==> src/rtl/tcm_port_arbiter_pkg.sv <==
// Shared TCM definitions used by the port arbiter: requester port ids and
// the fixed data / byte-enable widths of the TCM macro.
package riscv_tcm_pkg;

    localparam int TCM_DATA_W = 32;
    localparam int TCM_BE_W   = 4;

    typedef enum logic {
        TCM_PORT_CPU = 1'b0,
        TCM_PORT_LDR = 1'b1
    } tcm_port_e;

endpackage

==> src/rtl/tcm_port_arbiter_if.sv <==
// One TCM requester port: request fields from the master, grant/ack/read
// data back from the arbiter.
interface tcm_port_arbiter_if
    import riscv_tcm_pkg::*;
#(
    parameter int ADDR_W = 15
);

    logic                  req;
    logic                  we;
    logic [ADDR_W-1:0]     addr;
    logic [TCM_DATA_W-1:0] wdata;
    logic [TCM_BE_W-1:0]   be;
    logic                  gnt;
    logic                  ack;
    logic [TCM_DATA_W-1:0] rdata;

    modport master (output req, we, addr, wdata, be, input gnt, ack, rdata);
    modport slave  (input req, we, addr, wdata, be, output gnt, ack, rdata);

endinterface

==> src/rtl/tcm_port_arbiter_pick.sv <==
// Pure grant selection for the two TCM ports; holds no state.
module tcm_arb_pick
    import riscv_tcm_pkg::*;
#(
    parameter int PRIO_CPU = 1
) (
    input  logic [1:0] i_req,
    input  tcm_port_e  i_last_gnt,
    input  logic       i_starve_hit,
    output logic [1:0] o_gnt
);

    // A lone requester always wins; only a conflict needs a policy.
    always_comb begin
        o_gnt = i_req;
        if (i_req == 2'b11) begin
            if (PRIO_CPU != 0) begin
                o_gnt = i_starve_hit ? 2'b10 : 2'b01;
            end else begin
                o_gnt = (i_last_gnt == TCM_PORT_LDR) ? 2'b01 : 2'b10;
            end
        end
    end

endmodule

==> src/rtl/tcm_port_arbiter.sv <==
// Two-port arbiter in front of a single-port, 1-cycle-latency TCM RAM.
// Define TCM_ARB_PERF_EN to build the grant/conflict performance counters.
module tcm_port_arbiter
    import riscv_tcm_pkg::*;
#(
    parameter int ADDR_W       = 15,
    parameter int PRIO_CPU     = 1,
    parameter int STARVE_LIMIT = 8
) (
    input  logic                  clk,
    input  logic                  rst_n,
    tcm_port_arbiter_if.slave     p0,
    tcm_port_arbiter_if.slave     p1,
    output logic                  ram_en,
    output logic                  ram_we,
    output logic [TCM_BE_W-1:0]   ram_be,
    output logic [ADDR_W-1:0]     ram_addr,
    output logic [TCM_DATA_W-1:0] ram_wdata,
    input  logic [TCM_DATA_W-1:0] ram_rdata,
    output logic [31:0]           perf_p0_gnt,
    output logic [31:0]           perf_p1_gnt,
    output logic [31:0]           perf_conflict
);

    logic [1:0] w_req;
    logic [1:0] w_pick;
    logic [1:0] w_gnt;
    logic       w_starve_hit;
    logic [7:0] r_starve_cnt;
    tcm_port_e  r_last_gnt;
    tcm_port_e  r_rsp_port;
    logic       r_rsp_vld;

    assign w_req        = {p1.req, p0.req};
    assign w_starve_hit = (r_starve_cnt == 8'(STARVE_LIMIT));

    tcm_arb_pick #(
        .PRIO_CPU (PRIO_CPU)
    ) u_pick (
        .i_req        (w_req),
        .i_last_gnt   (r_last_gnt),
        .i_starve_hit (w_starve_hit),
        .o_gnt        (w_pick)
    );

    // Grants are suppressed while reset is held so the RAM is never enabled.
    assign w_gnt  = rst_n ? w_pick : 2'b00;
    assign p0.gnt = w_gnt[0];
    assign p1.gnt = w_gnt[1];
    assign ram_en = |w_gnt;

    always_comb begin
        ram_we    = 1'b0;
        ram_be    = '0;
        ram_addr  = '0;
        ram_wdata = '0;
        if (w_gnt[1]) begin
            ram_we    = p1.we;
            ram_be    = p1.be;
            ram_addr  = p1.addr;
            ram_wdata = p1.wdata;
        end else if (w_gnt[0]) begin
            ram_we    = p0.we;
            ram_be    = p0.be;
            ram_addr  = p0.addr;
            ram_wdata = p0.wdata;
        end
    end

    always_ff @(posedge clk or negedge rst_n) begin
        if (!rst_n) begin
            r_starve_cnt <= '0;
            r_last_gnt   <= TCM_PORT_LDR;
            r_rsp_vld    <= 1'b0;
            r_rsp_port   <= TCM_PORT_CPU;
        end else begin
            if (!p1.req || w_gnt[1]) begin
                r_starve_cnt <= '0;
            end else if (!w_starve_hit) begin
                r_starve_cnt <= r_starve_cnt + 8'd1;
            end
            if (ram_en) begin
                r_last_gnt <= w_gnt[1] ? TCM_PORT_LDR : TCM_PORT_CPU;
            end
            r_rsp_vld  <= ram_en;
            r_rsp_port <= w_gnt[1] ? TCM_PORT_LDR : TCM_PORT_CPU;
        end
    end

    assign p0.ack   = r_rsp_vld && (r_rsp_port == TCM_PORT_CPU);
    assign p1.ack   = r_rsp_vld && (r_rsp_port == TCM_PORT_LDR);
    assign p0.rdata = p0.ack ? ram_rdata : '0;
    assign p1.rdata = p1.ack ? ram_rdata : '0;

`ifdef TCM_ARB_PERF_EN
    logic [31:0] r_perf_p0;
    logic [31:0] r_perf_p1;
    logic [31:0] r_perf_conflict;

    // Free-running counters; wrapping at 2^32 is intentional.
    always_ff @(posedge clk or negedge rst_n) begin
        if (!rst_n) begin
            r_perf_p0       <= '0;
            r_perf_p1       <= '0;
            r_perf_conflict <= '0;
        end else begin
            if (w_gnt[0]) r_perf_p0 <= r_perf_p0 + 32'd1;
            if (w_gnt[1]) r_perf_p1 <= r_perf_p1 + 32'd1;
            if (&w_req)   r_perf_conflict <= r_perf_conflict + 32'd1;
        end
    end

    assign perf_p0_gnt   = r_perf_p0;
    assign perf_p1_gnt   = r_perf_p1;
    assign perf_conflict = r_perf_conflict;
`else
    assign perf_p0_gnt   = '0;
    assign perf_p1_gnt   = '0;
    assign perf_conflict = '0;
`endif

endmodule

==> src/flat_wrapper.sv <==
// flat-port wrapper written by rule: the top's interface ports become plain ports
module tcm_port_arbiter_flat import riscv_tcm_pkg::*;
#(
    parameter int ADDR_W       = 15,
    parameter int PRIO_CPU     = 1,
    parameter int STARVE_LIMIT = 8
)
  (clk, rst_n, ram_en, ram_we, ram_be, ram_addr, ram_wdata, ram_rdata, perf_p0_gnt, perf_p1_gnt, perf_conflict, p0_req, p0_we, p0_addr, p0_wdata, p0_be, p0_gnt, p0_ack, p0_rdata, p1_req, p1_we, p1_addr, p1_wdata, p1_be, p1_gnt, p1_ack, p1_rdata);
  tcm_port_arbiter_if #(.ADDR_W(ADDR_W)) p0_i ();
  tcm_port_arbiter_if #(.ADDR_W(ADDR_W)) p1_i ();
  input  logic clk;
  input  logic rst_n;
  output logic ram_en;
  output logic ram_we;
  output logic [TCM_BE_W-1:0] ram_be;
  output logic [ADDR_W-1:0] ram_addr;
  output logic [TCM_DATA_W-1:0] ram_wdata;
  input  logic [TCM_DATA_W-1:0] ram_rdata;
  output logic [31:0] perf_p0_gnt;
  output logic [31:0] perf_p1_gnt;
  output logic [31:0] perf_conflict;
  input wire logic [$bits(p0_i.req)-1:0] p0_req;
  input wire logic [$bits(p0_i.we)-1:0] p0_we;
  input wire logic [$bits(p0_i.addr)-1:0] p0_addr;
  input wire logic [$bits(p0_i.wdata)-1:0] p0_wdata;
  input wire logic [$bits(p0_i.be)-1:0] p0_be;
  output wire logic [$bits(p0_i.gnt)-1:0] p0_gnt;
  output wire logic [$bits(p0_i.ack)-1:0] p0_ack;
  output wire logic [$bits(p0_i.rdata)-1:0] p0_rdata;
  input wire logic [$bits(p1_i.req)-1:0] p1_req;
  input wire logic [$bits(p1_i.we)-1:0] p1_we;
  input wire logic [$bits(p1_i.addr)-1:0] p1_addr;
  input wire logic [$bits(p1_i.wdata)-1:0] p1_wdata;
  input wire logic [$bits(p1_i.be)-1:0] p1_be;
  output wire logic [$bits(p1_i.gnt)-1:0] p1_gnt;
  output wire logic [$bits(p1_i.ack)-1:0] p1_ack;
  output wire logic [$bits(p1_i.rdata)-1:0] p1_rdata;
  assign p0_i.req = p0_req;
  assign p0_i.we = p0_we;
  assign p0_i.addr = p0_addr;
  assign p0_i.wdata = p0_wdata;
  assign p0_i.be = p0_be;
  assign p0_gnt = p0_i.gnt;
  assign p0_ack = p0_i.ack;
  assign p0_rdata = p0_i.rdata;
  assign p1_i.req = p1_req;
  assign p1_i.we = p1_we;
  assign p1_i.addr = p1_addr;
  assign p1_i.wdata = p1_wdata;
  assign p1_i.be = p1_be;
  assign p1_gnt = p1_i.gnt;
  assign p1_ack = p1_i.ack;
  assign p1_rdata = p1_i.rdata;
  tcm_port_arbiter #(.ADDR_W(ADDR_W), .PRIO_CPU(PRIO_CPU), .STARVE_LIMIT(STARVE_LIMIT)) u_core (.clk(clk), .rst_n(rst_n), .p0(p0_i), .p1(p1_i), .ram_en(ram_en), .ram_we(ram_we), .ram_be(ram_be), .ram_addr(ram_addr), .ram_wdata(ram_wdata), .ram_rdata(ram_rdata), .perf_p0_gnt(perf_p0_gnt), .perf_p1_gnt(perf_p1_gnt), .perf_conflict(perf_conflict));
endmodule
==> config.mk <==
export PLATFORM = sky130hd
export DESIGN_NAME = tcm_port_arbiter_flat
export DESIGN_NICKNAME = d
export VERILOG_FILES = /design/src/rtl/tcm_port_arbiter_pkg.sv /design/src/rtl/tcm_port_arbiter_if.sv /design/src/rtl/tcm_port_arbiter_pick.sv /design/src/rtl/tcm_port_arbiter.sv /design/src/flat_wrapper.sv
export SDC_FILE = /design/constraint.sdc
export NUM_CORES = 1
export LEC_CHECK = 0
export CORE_AREA = 2 2 140 142
export DETAILED_ROUTE_END_ITERATION = 7
export DIE_AREA = 0 0 142 144
export PLACE_DENSITY = 0.6
export SLEW_MARGIN = 0
export SYNTH_ARGS = -nofsm -noshare
export SYNTH_HDL_FRONTEND = slang
export SYNTH_SLANG_ARGS = --single-unit
==> constraint.sdc <==
create_clock -name clk -period 2.55 [get_ports clk]
set_clock_uncertainty 0.2 [all_clocks]
set_input_delay 0.3825 -clock clk [delete_from_list [all_inputs] [get_ports clk]]
set_output_delay 0.3825 -clock clk [all_outputs]
set_load 0.05 [all_outputs]
==> impl_metrics.env <==
export IMPL_gp_congestion=0.769
export IMPL_root_buffer="clkbuf_16"
export IMPL_route_detailed_vias_per_inst=3.86
export IMPL_dp_hpwl_mm=9.68
export IMPL_synth_cells=299
export IMPL_first_iter_violations=127
export IMPL_ant_nets=0
export IMPL_crit_path_start_kind="flop"
export IMPL_synthArstFlopShare_pct=100
export IMPL_cap_violations=0
export IMPL_finalSetupViolCount=53
export IMPL_fin_crit_sh_pct=109
export IMPL_place_inst=786
export IMPL_synth_most_common_cell="buf_4"
export IMPL_fin_cells=801
export IMPL_synthTopCellsByCount="96 x buf_4, 52 x a32o_1, 35 x and2_1"
export IMPL_placed_cell_area_um2=6230
export IMPL_drive_gt1_share_pct=38.9
export IMPL_clock_sinks=10
export IMPL_core_area_um2=19100
export IMPL_num_vias=3095
export IMPL_fill_cells=1936
export IMPL_power_density_nw_per_um2=310
export IMPL_io_pins=357
export IMPL_grt_first_pass_wirelength_mm=16.2
export IMPL_antenna_found_initial=0
export IMPL_netlist_area_leader_share_pct=30.1
export IMPL_synth_top_cell_by_area="buf_4"
export IMPL_start_util_pct=12.5
export IMPL_die_h_um=144
export IMPL_slew_violations=0
export IMPL_synth_edf_count=0
export IMPL_worstPathArrival_ns=2.20
export IMPL_fin_util_pct=34.2
export IMPL_clockBufferDepth=2
export IMPL_htree_levels=1
export IMPL_core_rowCount=51
export IMPL_die_w_um=142
export IMPL_r2r_slack_ns=0.28
export IMPL_port_buffers=260
export IMPL_crit_path_end_kind="output port"
export IMPL_path_class="reg2out"
export IMPL_die_area_um2=20400
export IMPL_routedWlPerCell_um=15.0
export IMPL_fmax_mhz=359
export IMPL_area_delta_synth_final_pct=173
export IMPL_period_needed_ns=2.79
export IMPL_grt_overflow=0
export IMPL_yosys_top_cells_area="buf_4 30%, a32o_1 22%, dfrtp_1 10%"
export IMPL_hp_class="in2async"
export IMPL_layout_nets=706
export IMPL_final_area_um2=6530
export IMPL_multi_input_area_um2=1680
export IMPL_cts_tree="built"
export IMPL_cts_buffers=3
export IMPL_insertion_delay_ns=0.24
export IMPL_hold_viol=0
export IMPL_grt_use_total_pct=10.0
export IMPL_regArea_um2=250
export IMPL_synth_area_um2=2390
export IMPL_synth_distinct_cells=34
export IMPL_violations="negative setup slack"
export IMPL_yosysWarnings=0
export IMPL_grt_max_degree=52
export IMPL_synth_seq_cells=10
export IMPL_wirelength_mm=12.1
export IMPL_antenna_cells=0
export IMPL_worst_slack_ns=-0.235
export IMPL_seq_area_frac_synth_pct=10.5
export IMPL_p_leak_nw=3.04
export IMPL_status="finished with violations"
export IMPL_clkTransAtPathRegs_ns=0.04
export IMPL_required_ns=1.97
export IMPL_grt_pass1_vias=2906
export IMPL_path_max_fanout=25
export IMPL_first_pass_iters=4
export IMPL_avgSynthCellArea_um2=8.00
export IMPL_rsz0062_at_grt="true"
export IMPL_ir_drop_mv=0.176
export IMPL_synthFlopType="dfrtp_1"
export IMPL_drc=0
==> worst paths after layout <==
kind	from	to	depth (start not counted)
max reg2reg	u_core.r_starve_cnt[0]	u_core.r_starve_cnt[2]	9
max	u_core.r_starve_cnt[7]	ram_addr[10]	5
min	rst_n	u_core.r_starve_cnt[0]	2
min reg2reg	u_core.r_starve_cnt[5]	u_core.r_starve_cnt[5]	2
max in group asynchronous	rst_n	u_core.r_starve_cnt[7]	2
min in group clk	u_core.r_starve_cnt[5]	u_core.r_starve_cnt[5]	2
==> metal layers <==
layer,up-vias,part of all wire [%],GRT usage [%]
met5,-,0,0
met4,0,1.0,2.05
met3,10,11,3.15
met2,228,54,18.3
met1,1413,34,11.5
li1,1444,-,-
==> placed cells by master (no fill, tap or decap), types with 2 or more instances in the layout <==
cell,Yosys,routed
clkbuf_16,0,6
buf_6,8,2
a32o_2,0,52
a211oi_1,2,2
or3_1,3,3
buf_12,0,126
nand3_1,4,4
xor2_1,2,2
conb_1,1,96
clkdlybuf4s50_1,0,139
o21a_1,2,2
inv_1,4,2
buf_4,96,21
and3_1,32,32
and2_1,35,33
a2111oi_0,2,2
dfrtp_1,10,10
o21ai_0,3,3
a21oi_1,2,2
a221oi_1,2,2
o211ai_1,2,2
inv_2,0,2
==> cells by family (layout without fill, tap and decap cells) <==
logic type      count (synthesis)  in the layout  share of synthesized area (%)
buf+inv                       131            300                           38.5
xor+xnor                        3              3                           1.10
fa+ha+maj                       2              2                           1.05
simple gates                   83             83                           21.8
flops                          10             10                           10.5
compound gates                 69             69                           26.9
other cells                     1             96                          0.157
==> layout make-up <==
class | count | share of cell area (%)
repair buffers | 292 | 64.3
multi-input cells | 253 | 25.8
well taps | 238 | 4.56
flip-flops and latches | 10 | 3.83
clock buffers | 4 | 1.36
inverters | 4 | 0.230
==> state kept, by name (all words and copies together) (netlist names) <==
name and count:
u_core.r_starve_cnt 8, u_core.r_rsp_vld 1, u_core.r_rsp_port 1
==> power by group <==
group | internal (mW) | switching, mW | total [mW] | leakage [nW]
registers | 0.164 | 0.00256 | 0.166 | 0.136
clock network | 0.236 | 0.0785 | 0.315 | 0.0442
logic | 0.655 | 0.886 | 1.54 | 2.86
total | 1.05 | 0.967 | 2.02 | 3.04
==> repair_timing <==
| item | CTS | global route |
|---|---|---|
| setup buffers | 0 | 6 |
| hold buffers | 0 | 0 |
| resized for setup | 5 | 8 |
| pin swaps | 1 | 11 |
| cloned | 1 | 4 |
| endpoints found under the setup margin | 54 | 54 |
==> stage by stage <==
stage | setup WS, ns | TNS, ns | hold slack [ns] | power (mW)
2_1_floorplan | -0.105 | -3.29 | -0.113 | 1.09
3_3_place_gp | -0.0247 | -0.0962 | 0.372 | 1.66
3_5_place_dp | -0.0498 | -0.823 | 0.382 | 1.66
4_1_cts | -0.248 | -12.10 | 0.387 | 1.99
5_1_grt | -0.283 | -13.94 | 0.414 | 2.10
6_report | -0.235 | -11.46 | 0.393 | 2.02
==> critical path, cell delays in order (launching register included) <==
cell	delay [ns]
dfrtp_1	0.38
or4b_4	0.56
o311a_4	0.42
buf_12	0.17
a32o_2	0.26
buf_12	0.15
(Power assumes the default switching activity.)
